### src/rtl/piano_pkg.sv
`default_nettype none
// =============================================================================
// piano_pkg : note half-period table and key-to-divider helper.
// Rev 1.0
// =============================================================================
package piano_pkg;

   localparam int unsigned MIN_DIV = 2;

   // Octave-0 half-period counts at 1 MHz, C through B.
   localparam logic [15:0] NOTE_DIV [0:11] = '{
      16'd30581, 16'd28865, 16'd27245, 16'd25716, 16'd24272, 16'd22910,
      16'd21625, 16'd20411, 16'd19265, 16'd18182, 16'd17161, 16'd16198
   };

   function automatic logic [31:0] key_div(input logic [31:0] key, input logic [3:0] octave);
      logic [3:0]  note;
      logic [31:0] shift;
      logic [31:0] div;
      note  = 4'(key % 32'd12);
      shift = 32'(octave) + key / 32'd12;
      div   = 32'(NOTE_DIV[note]) >> shift;
      return (div < MIN_DIV) ? MIN_DIV : div;
   endfunction

endpackage
`default_nettype wire

### src/rtl/poly_piano_voices_if.sv
`default_nettype none
// =============================================================================
// poly_piano_voices_if : key/octave inputs and voice/audio outputs.
// Rev 1.0
// =============================================================================
interface poly_piano_voices_if #(
   parameter int NUM_KEYS   = 12,
   parameter int NUM_VOICES = 4
);
   localparam int MIX_W = $clog2(NUM_VOICES + 1);

   logic                  ena;
   logic [NUM_KEYS-1:0]   keys;
   logic [3:0]            octave;
   logic [NUM_VOICES-1:0] tone_out;
   logic [NUM_VOICES-1:0] voice_busy;
   logic [MIX_W-1:0]      mix_out;
   logic                  pwm_out;
   logic                  dropped;

   modport master (
      output ena, keys, octave,
      input  tone_out, voice_busy, mix_out, pwm_out, dropped
   );

   modport slave (
      input  ena, keys, octave,
      output tone_out, voice_busy, mix_out, pwm_out, dropped
   );
endinterface
`default_nettype wire

### src/rtl/piano_voice.sv
`default_nettype none
// =============================================================================
// piano_voice : one square-wave tone voice; optional age tracking (VOICE_STEAL_EN).
// Rev 1.0
// =============================================================================
module piano_voice
   import piano_pkg::*;
#(
   parameter int KEY_W         = 4,
   parameter int WIDTH_COUNTER = 16
`ifdef VOICE_STEAL_EN
   ,
   parameter int AGE_W         = 3
`endif
) (
   input  logic             clk,
   input  logic             rst_n,
   input  logic             clr_i,
   input  logic             alloc_i,
   input  logic             free_i,
   input  logic [KEY_W-1:0] key_i,
   input  logic [3:0]       octave_i,
`ifdef VOICE_STEAL_EN
   input  logic             age_inc_i,
   output logic [AGE_W-1:0] age_o,
`endif
   output logic             busy_o,
   output logic [KEY_W-1:0] key_o,
   output logic             tone_o
);

   logic                     busy_q;
   logic [KEY_W-1:0]         key_q;
   logic [WIDTH_COUNTER-1:0] cnt_q;
   logic                     tone_q;
   logic [WIDTH_COUNTER-1:0] div;

   // Divider follows the live octave every cycle.
   assign div = WIDTH_COUNTER'(key_div(32'(key_q), octave_i));

   always_ff @(posedge clk or negedge rst_n) begin
      if (!rst_n) begin
         busy_q <= 1'b0;
         key_q  <= '0;
         cnt_q  <= '0;
         tone_q <= 1'b0;
      end else if (clr_i) begin
         busy_q <= 1'b0;
         key_q  <= '0;
         cnt_q  <= '0;
         tone_q <= 1'b0;
      end else if (alloc_i) begin
         busy_q <= 1'b1;
         key_q  <= key_i;
         cnt_q  <= '0;
         tone_q <= 1'b0;
      end else if (free_i) begin
         busy_q <= 1'b0;
         cnt_q  <= '0;
         tone_q <= 1'b0;
      end else if (busy_q) begin
         // >= lets a sudden divider decrease wrap on the next cycle.
         if (cnt_q >= div - WIDTH_COUNTER'(1)) begin
            cnt_q  <= '0;
            tone_q <= ~tone_q;
         end else begin
            cnt_q  <= cnt_q + WIDTH_COUNTER'(1);
         end
      end
   end

`ifdef VOICE_STEAL_EN
   logic [AGE_W-1:0] age_q;

   always_ff @(posedge clk or negedge rst_n) begin
      if (!rst_n) begin
         age_q <= '0;
      end else if (clr_i || alloc_i || free_i) begin
         age_q <= '0;
      end else if (age_inc_i && busy_q && (age_q != {AGE_W{1'b1}})) begin
         age_q <= age_q + AGE_W'(1);
      end
   end

   assign age_o = age_q;
`endif

   assign busy_o = busy_q;
   assign key_o  = key_q;
   assign tone_o = tone_q;

endmodule
`default_nettype wire

### src/rtl/poly_piano_voices.sv
`default_nettype none
// =============================================================================
// poly_piano_voices : key edge queue, voice allocator, tone mixer and PWM.
// Optional voice stealing when VOICE_STEAL_EN is defined.  Rev 1.0
// =============================================================================
module poly_piano_voices
   import piano_pkg::*;
#(
   parameter int NUM_KEYS      = 12,
   parameter int NUM_VOICES    = 4,
   parameter int WIDTH_COUNTER = 16
) (
   input  logic                clk,
   input  logic                rst_n,
   poly_piano_voices_if.slave  bus
);

   localparam int KEY_W   = (NUM_KEYS > 1) ? $clog2(NUM_KEYS) : 1;
   localparam int VOICE_W = (NUM_VOICES > 1) ? $clog2(NUM_VOICES) : 1;
   localparam int MIX_W   = $clog2(NUM_VOICES + 1);
   localparam int ACC_W   = $clog2(NUM_VOICES) + 1;

   logic [NUM_KEYS-1:0]   sync1_q, sync2_q, prev_q;
   logic [NUM_KEYS-1:0]   press_pend_q, press_pend_d;
   logic [NUM_KEYS-1:0]   rel_pend_q, rel_pend_d;
   logic [MIX_W-1:0]      mix_q, mix_d;
   logic [ACC_W-1:0]      acc_q, acc_d;
   logic                  pwm_q, pwm_d;
   logic                  dropped_q, dropped_d;

   logic [NUM_KEYS-1:0]   press_edge, rel_edge, press_clr, rel_clr;
   logic                  rel_hit, press_hit, svc_press, free_hit;
   logic [KEY_W-1:0]      rel_idx, press_idx;
   logic [VOICE_W-1:0]    free_idx;
   logic [NUM_VOICES-1:0] alloc, free, busy_vec, tone_vec;
   logic [KEY_W-1:0]      vkey [NUM_VOICES];
   logic [ACC_W:0]        sum;

   assign press_edge = sync2_q & ~prev_q;
   assign rel_edge   = ~sync2_q & prev_q;

`ifdef VOICE_STEAL_EN
   localparam int AGE_W = $clog2(NUM_VOICES) + 1;
   logic [AGE_W-1:0]   vage [NUM_VOICES];
   logic [AGE_W-1:0]   oldest_age;
   logic [VOICE_W-1:0] oldest_idx;

   // Strict > keeps the lowest index on ties.
   always_comb begin
      oldest_age = vage[0];
      oldest_idx = '0;
      for (int v = 1; v < NUM_VOICES; v++) begin
         if (vage[v] > oldest_age) begin
            oldest_age = vage[v];
            oldest_idx = VOICE_W'(v);
         end
      end
   end
`endif

   always_comb begin
      rel_hit   = 1'b0;
      rel_idx   = '0;
      press_hit = 1'b0;
      press_idx = '0;
      for (int k = NUM_KEYS - 1; k >= 0; k--) begin
         if (rel_pend_q[k]) begin
            rel_hit = 1'b1;
            rel_idx = KEY_W'(k);
         end
         if (press_pend_q[k]) begin
            press_hit = 1'b1;
            press_idx = KEY_W'(k);
         end
      end

      free_hit = 1'b0;
      free_idx = '0;
      for (int v = NUM_VOICES - 1; v >= 0; v--) begin
         if (!busy_vec[v]) begin
            free_hit = 1'b1;
            free_idx = VOICE_W'(v);
         end
      end

      // Releases take priority; at most one event serviced per cycle.
      svc_press = press_hit && !rel_hit;
      for (int k = 0; k < NUM_KEYS; k++) begin
         rel_clr[k]   = rel_hit && (rel_idx == KEY_W'(k));
         press_clr[k] = svc_press && (press_idx == KEY_W'(k));
      end

      dropped_d = 1'b0;
      for (int v = 0; v < NUM_VOICES; v++) begin
         free[v]  = rel_hit && busy_vec[v] && (vkey[v] == rel_idx);
         alloc[v] = svc_press && free_hit && (free_idx == VOICE_W'(v));
`ifdef VOICE_STEAL_EN
         if (svc_press && !free_hit && (oldest_idx == VOICE_W'(v))) begin
            alloc[v] = 1'b1;
         end
`endif
      end
`ifndef VOICE_STEAL_EN
      dropped_d = svc_press && !free_hit;
`endif

      // A fresh edge on a bit being serviced keeps the bit set.
      press_pend_d = (press_pend_q & ~press_clr) | press_edge;
      rel_pend_d   = (rel_pend_q & ~rel_clr) | rel_edge;

      mix_d = '0;
      for (int v = 0; v < NUM_VOICES; v++) begin
         mix_d = mix_d + MIX_W'(tone_vec[v]);
      end

      sum = (ACC_W + 1)'(acc_q) + (ACC_W + 1)'(mix_q);
      if (sum >= (ACC_W + 1)'(NUM_VOICES)) begin
         pwm_d = 1'b1;
         acc_d = ACC_W'(sum - (ACC_W + 1)'(NUM_VOICES));
      end else begin
         pwm_d = 1'b0;
         acc_d = ACC_W'(sum);
      end
   end

   always_ff @(posedge clk or negedge rst_n) begin
      if (!rst_n) begin
         sync1_q      <= '0;
         sync2_q      <= '0;
         prev_q       <= '0;
         press_pend_q <= '0;
         rel_pend_q   <= '0;
         mix_q        <= '0;
         acc_q        <= '0;
         pwm_q        <= 1'b0;
         dropped_q    <= 1'b0;
      end else begin
         // Synchronisers run regardless of enable so held keys are not re-triggered.
         sync1_q <= bus.keys;
         sync2_q <= sync1_q;
         prev_q  <= sync2_q;
         if (!bus.ena) begin
            press_pend_q <= '0;
            rel_pend_q   <= '0;
            mix_q        <= '0;
            acc_q        <= '0;
            pwm_q        <= 1'b0;
            dropped_q    <= 1'b0;
         end else begin
            press_pend_q <= press_pend_d;
            rel_pend_q   <= rel_pend_d;
            mix_q        <= mix_d;
            acc_q        <= acc_d;
            pwm_q        <= pwm_d;
            dropped_q    <= dropped_d;
         end
      end
   end

   for (genvar v = 0; v < NUM_VOICES; v++) begin : g_voice
`ifdef VOICE_STEAL_EN
      piano_voice #(
         .KEY_W         (KEY_W),
         .WIDTH_COUNTER (WIDTH_COUNTER),
         .AGE_W         (AGE_W)
      ) u_voice (
         .clk       (clk),
         .rst_n     (rst_n),
         .clr_i     (!bus.ena),
         .alloc_i   (alloc[v]),
         .free_i    (free[v]),
         .key_i     (press_idx),
         .octave_i  (bus.octave),
         .age_inc_i (|alloc),
         .age_o     (vage[v]),
         .busy_o    (busy_vec[v]),
         .key_o     (vkey[v]),
         .tone_o    (tone_vec[v])
      );
`else
      piano_voice #(
         .KEY_W         (KEY_W),
         .WIDTH_COUNTER (WIDTH_COUNTER)
      ) u_voice (
         .clk      (clk),
         .rst_n    (rst_n),
         .clr_i    (!bus.ena),
         .alloc_i  (alloc[v]),
         .free_i   (free[v]),
         .key_i    (press_idx),
         .octave_i (bus.octave),
         .busy_o   (busy_vec[v]),
         .key_o    (vkey[v]),
         .tone_o   (tone_vec[v])
      );
`endif
   end

   assign bus.tone_out   = tone_vec;
   assign bus.voice_busy = busy_vec;
   assign bus.mix_out    = mix_q;
   assign bus.pwm_out    = pwm_q;
   assign bus.dropped    = dropped_q;

endmodule
`default_nettype wire

### src/flat_wrapper.sv
// flat-port wrapper written by rule: the top's interface ports become plain ports
module poly_piano_voices_flat import piano_pkg::*;
#(
   parameter int NUM_KEYS      = 12,
   parameter int NUM_VOICES    = 4,
   parameter int WIDTH_COUNTER = 16
)
  (clk, rst_n, bus_ena, bus_keys, bus_octave, bus_tone_out, bus_voice_busy, bus_mix_out, bus_pwm_out, bus_dropped);
  poly_piano_voices_if #(.NUM_KEYS(NUM_KEYS), .NUM_VOICES(NUM_VOICES)) bus_i ();
  input  logic clk;
  input  logic rst_n;
  input wire logic [$bits(bus_i.ena)-1:0] bus_ena;
  input wire logic [$bits(bus_i.keys)-1:0] bus_keys;
  input wire logic [$bits(bus_i.octave)-1:0] bus_octave;
  output wire logic [$bits(bus_i.tone_out)-1:0] bus_tone_out;
  output wire logic [$bits(bus_i.voice_busy)-1:0] bus_voice_busy;
  output wire logic [$bits(bus_i.mix_out)-1:0] bus_mix_out;
  output wire logic [$bits(bus_i.pwm_out)-1:0] bus_pwm_out;
  output wire logic [$bits(bus_i.dropped)-1:0] bus_dropped;
  assign bus_i.ena = bus_ena;
  assign bus_i.keys = bus_keys;
  assign bus_i.octave = bus_octave;
  assign bus_tone_out = bus_i.tone_out;
  assign bus_voice_busy = bus_i.voice_busy;
  assign bus_mix_out = bus_i.mix_out;
  assign bus_pwm_out = bus_i.pwm_out;
  assign bus_dropped = bus_i.dropped;
  poly_piano_voices #(.NUM_KEYS(NUM_KEYS), .NUM_VOICES(NUM_VOICES), .WIDTH_COUNTER(WIDTH_COUNTER)) u_core (.clk(clk), .rst_n(rst_n), .bus(bus_i));
endmodule
### config.mk
export PLATFORM = sky130hd
export DESIGN_NAME = poly_piano_voices_flat
export DESIGN_NICKNAME = d
export VERILOG_FILES = /design/src/rtl/piano_pkg.sv /design/src/rtl/poly_piano_voices_if.sv /design/src/rtl/piano_voice.sv /design/src/rtl/poly_piano_voices.sv /design/src/flat_wrapper.sv
export SDC_FILE = /design/constraint.sdc
export NUM_CORES = 1
export LEC_CHECK = 0
export BUFFER_PORTS_ARGS = -buffer_cell sky130_fd_sc_hd__buf_2
export CAP_MARGIN = 0
export CORE_AREA = 3 3 258 133
export DETAILED_ROUTE_END_ITERATION = 16
export DIE_AREA = 0 0 261 136
export GPL_TIMING_DRIVEN = 0
export PLACE_DENSITY = 0.65
export SLEW_MARGIN = 10
export SYNTH_ARGS = -nofsm -noshare
export SYNTH_HDL_FRONTEND = slang
export SYNTH_SLANG_ARGS = --single-unit
export TNS_END_PERCENT = 1
### constraint.sdc
create_clock -name clk -period 18.75 [get_ports clk]
set_input_delay 2.8125 -clock clk [delete_from_list [all_inputs] [get_ports clk]]
set_output_delay 2.8125 -clock clk [all_outputs]
set_load 0.05 [all_outputs]
# Word level (Yosys, flattened, before mapping)
# Memory sizes are Yosys's and may differ from the RTL's.
# Index checks and enable logic that the tools add are counted.
# classes
eq_ne,45
n_shift,4
mux,136
add_sub_neg,17
multipliers,0
bitwise,18
div,8
n_reduce_logical,48
magnitude_cmp,13
# ops
op,n
$mux W16,32
$add A4 B32 Y32,4
$div A4 B4 Y32 const B,4
$lt A32 B2 Y1 const B,4
$mod A4 B4 Y32 const B,4
$mux W4,32
$shr A16 B32 Y32,4
$add A16 B1 Y16 const B,4
$ge A16 B16 Y1,4
$sub A16 B1 Y16 const B,4
$mux W1,63
$and A12 B12 Y12,4
$not A12 Y12,4
$logic_and A1 B1 Y1,39
$eq A4 B3 Y1 const B,8
$eq A4 B4 Y1 const B,8
$ne A4 B1 Y1 const B,8
$mux W12,2
$or A12 B12 Y12,2
$ge A5 B5 Y1 const B,4
$not A4 Y5,4
$eq A4 B2 Y1 const B,4
$eq A4 B4 Y1,4
$ne A3 B1 Y1 const B,4
other kinds (16),35
# totals
n_memories,4
inputBits,19
regBits,156
elab_cells,318
mem_bits_rw,0
mem_bits_ro,1024
latchBits,0
# memory_table
name,depth,word_bits,read_ports,rd_clocked_by_memory_dff,write_ports,line_no,source
(no name shown),16,16,1,0,0,piano_pkg.sv:22,div = 32'(NOTE_DIV[note]) >> shift;
(no name shown),16,16,1,0,0,piano_pkg.sv:22,
(no name shown),16,16,1,0,0,piano_pkg.sv:22,
(no name shown),16,16,1,0,0,piano_pkg.sv:22,

# Depth between registers and ports, before layout
# Gate-level depths: netlist of run 1.
# depth
word_depth,19
depth_mapped,31

# Cells and area by module
# From an unflattened synthesis of run 1, not the netlist that was laid out.
# unflattened
hier_cells,1843
hier_area_um2,15398.5
# by_module_without_submodules
mod,instances,cells_each,area_each_um2
piano_voice at u_core.g_voice[0].u_voice ...,3,387,3096.7
piano_voice at u_core.g_voice[3].u_voice,1,409,3173.0
poly_piano_voices,1,273,2935.3

# Worst setup path after synthesis of run 1
# Ideal clock, no wire load.
# synth_path
path_type,input to register
startpoint,in bus_octave[0]
endpoint,reg u_core.g_voice[3].u_voice.cnt_q[10]
setup_ps,121
n_path_buf,3
path_slack_ps,10991
arrival_ps,7638
path_stages,27
cell_sequence,ha_1 ha_1 clkbuf_1 clkinv_1 o211a_1 a211o_1 o31ai_1 o221a_2 or3b_1 nor2b_1 nand3_1 nand2_1 ha_1 inv_1 nor4b_1 nor2b_1 a41oi_1 ha_1 nand4_1 nor3_1 o21ai_0 a21o_1 nand4_1 and2_1 clkbuf_1 buf_2 nor2_1
# synth_between
elab_chain_len,11
# synth_lines
item,line_no,source
start: declaration,flat_wrapper.sv:14,input wire logic [$bits(bus_i.octave)-1:0] bus_octave;
$add A4 B32 Y32 (*),piano_pkg.sv:21,shift = 32'(octave) + key / 32'd12;
$shr A16 B32 Y32 (*),piano_pkg.sv:22,
$lt A32 B2 Y1,piano_pkg.sv:23,return (div < MIN_DIV) ? MIN_DIV : div;
$mux W16 (*),piano_pkg.sv:23,
$sub A16 B1 Y16 (*),piano_voice.sv:63,if (cnt_q >= div - WIDTH_COUNTER'(1)) begin
$ge A16 B16 Y1 (*),piano_voice.sv:63,
$mux W16 (*),piano_voice.sv:63,
$mux W16 (*),piano_voice.sv:61,end else if (busy_q) begin
$mux W16 (*),piano_voice.sv:57,end else if (free_i) begin
$mux W16 (*),piano_voice.sv:52,end else if (alloc_i) begin
$mux W16 (*),piano_voice.sv:47,end else if (clr_i) begin
end signal: assignment,piano_voice.sv:67,cnt_q <= cnt_q + WIDTH_COUNTER'(1);
end: declaration,piano_voice.sv:34,logic [WIDTH_COUNTER-1:0] cnt_q;
# Mark *: on every way between the ends. The rest lies on a longest branch, timed or not. The select of a mux whose other input is x is not followed.
# A chain may end at the register's enable or synchronous reset.

# Worst setup path in the final report of run 1
# layout_path
startpoint,in bus_octave[1]
endpoint,reg u_core.g_voice[0].u_voice.cnt_q[10]
# layout_between
elab_chain_len,11
# layout_lines
item,line_no
$add A4 B32 Y32 (*),piano_pkg.sv:21
$shr A16 B32 Y32 (*),piano_pkg.sv:22
$lt A32 B2 Y1,piano_pkg.sv:23
$mux W16 (*),piano_pkg.sv:23
$sub A16 B1 Y16 (*),piano_voice.sv:63
$ge A16 B16 Y1 (*),piano_voice.sv:63
$mux W16 (*),piano_voice.sv:63
$mux W16 (*),piano_voice.sv:61
$mux W16 (*),piano_voice.sv:57
$mux W16 (*),piano_voice.sv:52
$mux W16 (*),piano_voice.sv:47
end signal: assignment,piano_voice.sv:67
end: declaration,piano_voice.sv:34
# Marked as above.

==> summary.md, run 1 <==
| Metric | Value |
|---|---|
| Result of the run | finished clean |
| Simple-gate portion of the synthesized area | 0.2540 |
| Hold Path Origin | u_core.sync1_q[3] |
| Lkg Pwr | 7.086 nW |
| Antenna-violating nets left | 0 |
| Vias | 14330 |
| GR Overflow Total | 0 |
| Internal | 0.6577 mW |
| Commonest cells in the netlist | nor2_1 (184), dfrtp_1 (156), nand2_1 (156) |
| RSZ-0062 raised after global routing | no |
| Post-cts hold buffer count | 0 |
| Die area | 35500 um^2 |
| YS warnings | 0 |
| Row cnt | 46 |
| Post-synthesis async set-or-reset flop share | 1.000 |
| CTS tree | yes |
| Final core occ | 0.5167 |
| Number of buffers created by CTS | 17 |
| First-pass GRT wire length | 70.11 mm |
| Vias in the first global route | 13230 |
| RR Endpoint | u_core.g_voice[3].u_voice.cnt_q[15] |
| Hold Path Depth | 0 |
| Combinational power share | 0.254 |
| Critical path class | primary input to flip-flop |
| Final min period | 8822 ps |
| Slew Limit Fails | 0 |
| Post-route clock period utilization | 0.4705 |
| Final setup fails | 0 |
| Startpoint Class | primary input |
| Reg2Reg Depth | 31 |
| Hold EP | u_core.sync2_q[3] |
| Mux contribution to synthesized area | 0.04951 |
| Worst-Margin Slew | 978.8 ps |
| XOR/XNOR share of the synthesized area | 0.05466 |
| Cts repair resizes | 0 |
| Initial antenna violation count | 1 |
| Drt initial violations | 1517 |
| Postcts setup bufs | 0 |
| Worst Skew | 12.77 ps |
| Fin Hold WS | 348.2 ps |
| Seq pwr share | 0.372 |
| Detailed Route WL | 42.15 mm |
| GRT Util Overall | 0.2417 |
| Most frequent cell after synthesis | nor2_1 |
| Synth area leaders | dfrtp_1 (26%), ha_1 (9.4%), nor2_1 (4.6%) |
| Post-Synth Adder-Cell Area | 0.09851 |
| HPWL after DPL | 31.83 mm |
| Final hold violation count | 0 |
| Synth cell types | 106 |
| PnR worst setup slack | 9928 ps |
| Compound-cell area share of the yosys netlist | 0.2353 |
| DRC | 0 |
| Layout area overhead | 9.170% |
| Fillers | 3028 |
| Largest net degree at the start of global routing | 93 |
| Yosys top cell area share | 0.2592 |
| DR pass1 iterations | 5 |
| Average wire per standard cell | 17.88 um |
| H-tree Lvls | 4 |
| Die Width | 261 um |
| Max clock buf depth | 2 |
| Sink Count | 156 |
| Main combinational cell family by area after synthesis | simple AND/OR/NAND/NOR gates |
| Max VDD drop | 0.04070 mV |
| Routability cong. | 0.9356 |
| Setup WS pre-CTS | 9574 ps |
| Syn Inst Count | 1858 |
| Die height | 136 um |
| F_max | 113.4 MHz |
| Worst r2r src | u_core.g_voice[3].u_voice.key_o[2] |
| Max-slew headroom | 0.3460 |
| Top FF cell, synth | dfrtp_1 |
| Initial core utilization | 0.4733 |
| PortBufs | 31 |
| Synth area leader | dfrtp_1 |
| Flop2flop setup slack | 11250 ps |
| PwrDens | 61.78 nW/um^2 |
| Sum of negative setup slack | 0 ps |
| Worst EP required | 19130 ps |
| Clk slew on worst S/H paths | 70 ps |
| Sequential area share after synthesis | 0.2592 |
| Layout Nets | 2046 |
| Worst Setup End Kind | flip-flop |
| Clock latency on the worst-skew pair | 460 ps |
| CP arrival | 9210 ps |
| Clock Power Share | 0.374 |
| Worst-path maximum fanout | 10 |
| Sw frac | 0.3526 |
| Clk root buf | clkbuf_16 |
| I/O pins | 32 |
| HP Class | flip-flop to flip-flop |
| Ant. Diodes | 0 |
| Sw power | 0.3583 mW |
| Vias per cell | 6.078 |
| Number of synthesized flops with an enable pin | 0 |
| Synth Cell Area | 15060 um^2 |
| Mean post-synth cell area | 8.107 um^2 |
| Share of layout cells above drive strength 1 | 0.08987 |
| Total core area | 31830 um^2 |
| Yosys reg bits | 156 |
| Max-cap violations | 0 |
==> power by group through the flow <==
stage                     clock (mW)  sequential (mW)  combinational [mW]
after detailed placement           0            0.384               0.254
after CTS                      0.386            0.378               0.256
final                          0.380            0.378               0.258
after global placement             0            0.384               0.251
after global routing           0.402            0.381               0.289
after floorplan                    0            0.382               0.183
==> kinds of logic (layout without fill, tap and decap cells) <==
kind of cell | count (synthesis) | after routing
simple gates | 749 | 749
compound gates | 515 | 515
buf+inv | 163 | 227
flops | 156 | 156
fa+ha+maj | 118 | 118
xor+xnor | 91 | 91
mux | 65 | 65
other cells | 1 | 4
==> per-stage QoR <==
step                cells  instance area [um^2]  total power [mW]
finish               2357                 16440             1.016
global route         2357                 16440             1.072
CTS                  2357                 16440             1.020
detailed placement   2325                 15810            0.6376
global placement     2324                 15770            0.6351
floorplan            1861                 15070            0.5651
==> how the worst max path moves through the flow <==
stage / from / slack (ps) / endpoint / cells past startpoint
floorplan: bus_octave[0] / 10990 / u_core.g_voice[3].u_voice.cnt_q[10] / 27
CTS: bus_octave[1] / 10030 / u_core.g_voice[0].u_voice.cnt_q[9] / 22
global placement: bus_octave[1] / 9560 / u_core.g_voice[0].u_voice.cnt_q[10] / 22
finish: bus_octave[1] / 9930 / u_core.g_voice[0].u_voice.cnt_q[10] / 22
global route: bus_octave[1] / 9280 / u_core.g_voice[0].u_voice.cnt_q[9] / 22
detailed placement: bus_octave[1] / 9570 / u_core.g_voice[0].u_voice.cnt_q[13] / 22
==> routing by layer <==
metal  wire length (um)  vias up  GRT usage
li1                   -     6942          -
met1              20390     6822     0.3496
met2              18240      502     0.3709
met3               2829       57    0.04951
met4                670        2    0.05439
met5                 12        -          0
==> area by class of cell <==
cell class / instances / area (um^2) / share of cell area
Tap cell: 432 / 540.5 / 0.03287
Timing Repair Buffer: 32 / 192.7 / 0.01172
Sequential cell: 156 / 3904 / 0.2374
Clock inverter: 15 / 211.5 / 0.01286
Inverter: 55 / 206.4 / 0.01255
Buffer: 108 / 525.5 / 0.03196
Clock buffer: 17 / 425.4 / 0.02587
Multi-Input combinational cell: 1542 / 10440 / 0.6348
==> cells in the final DEF, fill, tap and decap left out, types with 7 or more instances in the layout <==
cell,count
nor2_1,184
nand2_1,156
dfrtp_1,156
a21oi_1,129
ha_1,113
o21ai_0,87
nand2b_1,69
nand3_1,69
buf_2,62
clkbuf_1,55
inv_1,52
xor2_1,48
nor2b_1,43
mux2i_1,43
nor3_1,42
xnor2_1,41
a21o_1,39
nand4_1,35
a31oi_1,34
o211ai_1,32
and3_1,31
a211oi_1,26
and2_1,23
nand3b_1,17
clkbuf_16,17
or3_1,16
o221ai_1,15
mux2_2,14
a211o_1,13
buf_4,13
a221oi_1,11
nor3b_1,11
nor4_1,10
a22oi_1,9
or2_2,9
o31ai_1,9
o211a_1,7
==> sequential cells by signal, indices dropped and copies added (netlist names), 4 cells and up <==
register,cells
u_core.g_voice.u_voice.busy_o,4
u_core.g_voice.u_voice.cnt_q,64
u_core.g_voice.u_voice.key_o,16
u_core.g_voice.u_voice.tone_o,4
u_core.press_pend_q,12
u_core.prev_q,12
u_core.rel_pend_q,12
u_core.sync1_q,12
u_core.sync2_q,12
==> critical path, stage by stage <==
cell	delay [ps]
buf_2	220
clkbuf_1	450
and3_1	340
mux2i_1	780
nor2_1	280
a221oi_1	420
nor3b_1	520
nand4_1	320
o21ai_0	320
ha_1	250
and3_1	250
nand4_1	120
xor2_1	200
ha_1	300
a21o_1	170
a21oi_1	170
nand2_1	80
o211ai_1	220
nand4_1	280
and2_1	330
clkbuf_1	240
nor2_1	150
Note: power is estimated with default switching activity, not from simulation.
==> run 2: changes to the inputs <==
- PLACE_DENSITY: 0.65 -> 0.67
- clock period: 18.75 -> 7.7 ns (I/O delays scaled with it)
==> summary.md, run 2 (same netlist as run 1, synthesis figures left out) <==
| Metric | Value |
|---|---|
| Max VDD drop | 0.1319 mV |
| Worst Setup End Kind | flip-flop |
| Most frequent cells in the layout | nor2_1 (184), nand2_1 (156), dfrtp_1 (156) |
| Total core area | 31830 um^2 |
| Vias per cell | 6.088 |
| I/O pins | 32 |
| Layout area overhead | 8.822% |
| Layout Nets | 2044 |
| Number of buffers created by CTS | 17 |
| Setup WS pre-CTS | 92.94 ps |
| Critical Path Max Stage Delay | 610 ps |
| DR pass1 iterations | 7 |
| Share of layout cells above drive strength 1 | 0.09412 |
| PwrDens | 145.8 nW/um^2 |
| Final Power | 2.390 mW |
| Die height | 136 um |
| Top reg by flops | u_core.g_voice.u_voice.cnt_q |
| First-pass GRT wire length | 69.20 mm |
| Max-slew headroom | 0.2291 |
| Vias | 14340 |
| Slew Limit Fails | 0 |
| CTS tree | yes |
| H-tree Lvls | 4 |
| Most common cell after layout, fill and taps aside | nor2_1 |
| Antenna-violating nets left | 0 |
| Sink Count | 156 |
| Largest net degree at the start of global routing | 83 |
| CP arrival | 7480 ps |
| Vias in the first global route | 13320 |
| Max clock buf depth | 2 |
| Worst EP required | 8010 ps |
| Worst-Margin Slew | 1149 ps |
| Slowest-stage cell, CP | a31oi_1 |
| GRT Util Overall | 0.2394 |
| Detailed Route WL | 41.87 mm |
| Lkg Pwr | 7.078 nW |
| Clock latency on the worst-skew pair | 450 ps |
| HP Class | flip-flop to flip-flop |
| Initial core utilization | 0.4733 |
| PnR worst setup slack | 527.5 ps |
| Worst Skew | 15.04 ps |
| Final min period | 7172 ps |
| Final hold violation count | 0 |
| Startpoint Class | flip-flop |
| Initial antenna violation count | 0 |
| Postcts setup bufs | 0 |
| HPWL after DPL | 31.72 mm |
| Worst path bufs/invs | 7 |
| Average wire per standard cell | 17.78 um |
| Routability cong. | 0.9476 |
| Post-cts hold buffer count | 0 |
| Ant. Diodes | 0 |
| Clk slew on worst S/H paths | 70 ps |
| Drt initial violations | 1543 |
| Fillers | 3012 |
| Row cnt | 46 |
| GR Overflow Total | 0 |
| Final setup fails | 0 |
| F_max | 139.4 MHz |
| Critical path class | flip-flop to flip-flop |
| Die area | 35500 um^2 |
| Die Width | 261 um |
| Max-cap violations | 0 |
| Result of the run | finished clean |
| Post-route clock period utilization | 0.9315 |
| DRC | 0 |
| Max FFs per register | 64 |
| PortBufs | 31 |
| Worst-path maximum fanout | 10 |
| Crit path max-delay family | compound AO/OA/AOI/OAI gates |
| Fin Hold WS | 344.3 ps |
| Clk root buf | clkbuf_16 |
## run 2: cell type report
cell class	instances	area (um^2)	area share
Timing Repair Buffer	32	192.7	0.01175
Sequential cell	156	3904	0.2381
Tap cell	432	540.5	0.03297
Clock inverter	13	118.9	0.007251
Inverter	55	206.4	0.01259
Buffer	106	524.3	0.03198
Clock buffer	19	442.9	0.02702
Multi-Input combinational cell	1542	10460	0.6383
## run 2: where the power goes
part           internal, mW  total [mW]  switching (mW)
Combinational         0.235       0.630           0.395
Sequential            0.866       0.919          0.0527
Clock                 0.437       0.842           0.405
Total                  1.54        2.39           0.853
## run 2: stage by stage
| stage | area [um^2] | instances | TNS (ps) | util |
|---|---|---|---|---|
| 3_3_place_gp | 15770 | 2324 | 0 | 0.4955 |
| 6_report | 16390 | 2355 | 0 | 0.5150 |
| 2_1_floorplan | 15070 | 1861 | 0 | - |
| 4_1_cts | 16370 | 2357 | 0 | 0.5143 |
| 5_1_grt | 16390 | 2355 | -1.281 | 0.5150 |
| 3_5_place_dp | 15810 | 2325 | 0 | 0.4967 |
## run 2: worst paths after layout
path	cells after the start	startpoint	slack [ps]	to
worst max register to register	28	u_core.g_voice[2].u_voice.key_o[2]	530	u_core.g_voice[2].u_voice.cnt_q[10]
worst min register to register	0	u_core.sync1_q[5]	340	u_core.sync2_q[5]
min in group asynchronous	1	rst_n	650	u_core.g_voice[0].u_voice.cnt_q[15]
worst min-delay path	0	u_core.sync1_q[5]	340	u_core.sync2_q[5]
worst max-delay path	28	u_core.g_voice[2].u_voice.key_o[2]	530	u_core.g_voice[2].u_voice.cnt_q[10]
max in group asynchronous	2	rst_n	6140	u_core.g_voice[3].u_voice.cnt_q[9]
## run 2: repair_timing
action,CTS,global route
setup endpoints to repair,0,31
resized for setup,0,14
endpoints found under the hold margin,0,0
## run 2: layer usage
| metal | global-route usage | up-vias | wire (um) |
|---|---|---|---|
| met5 | 0 | - | 0 |
| met4 | 0.07037 | 0 | 925 |
| met3 | 0.04895 | 80 | 3006 |
| met2 | 0.3668 | 518 | 18030 |
| met1 | 0.3409 | 6782 | 19920 |
| li1 | - | 6957 | - |
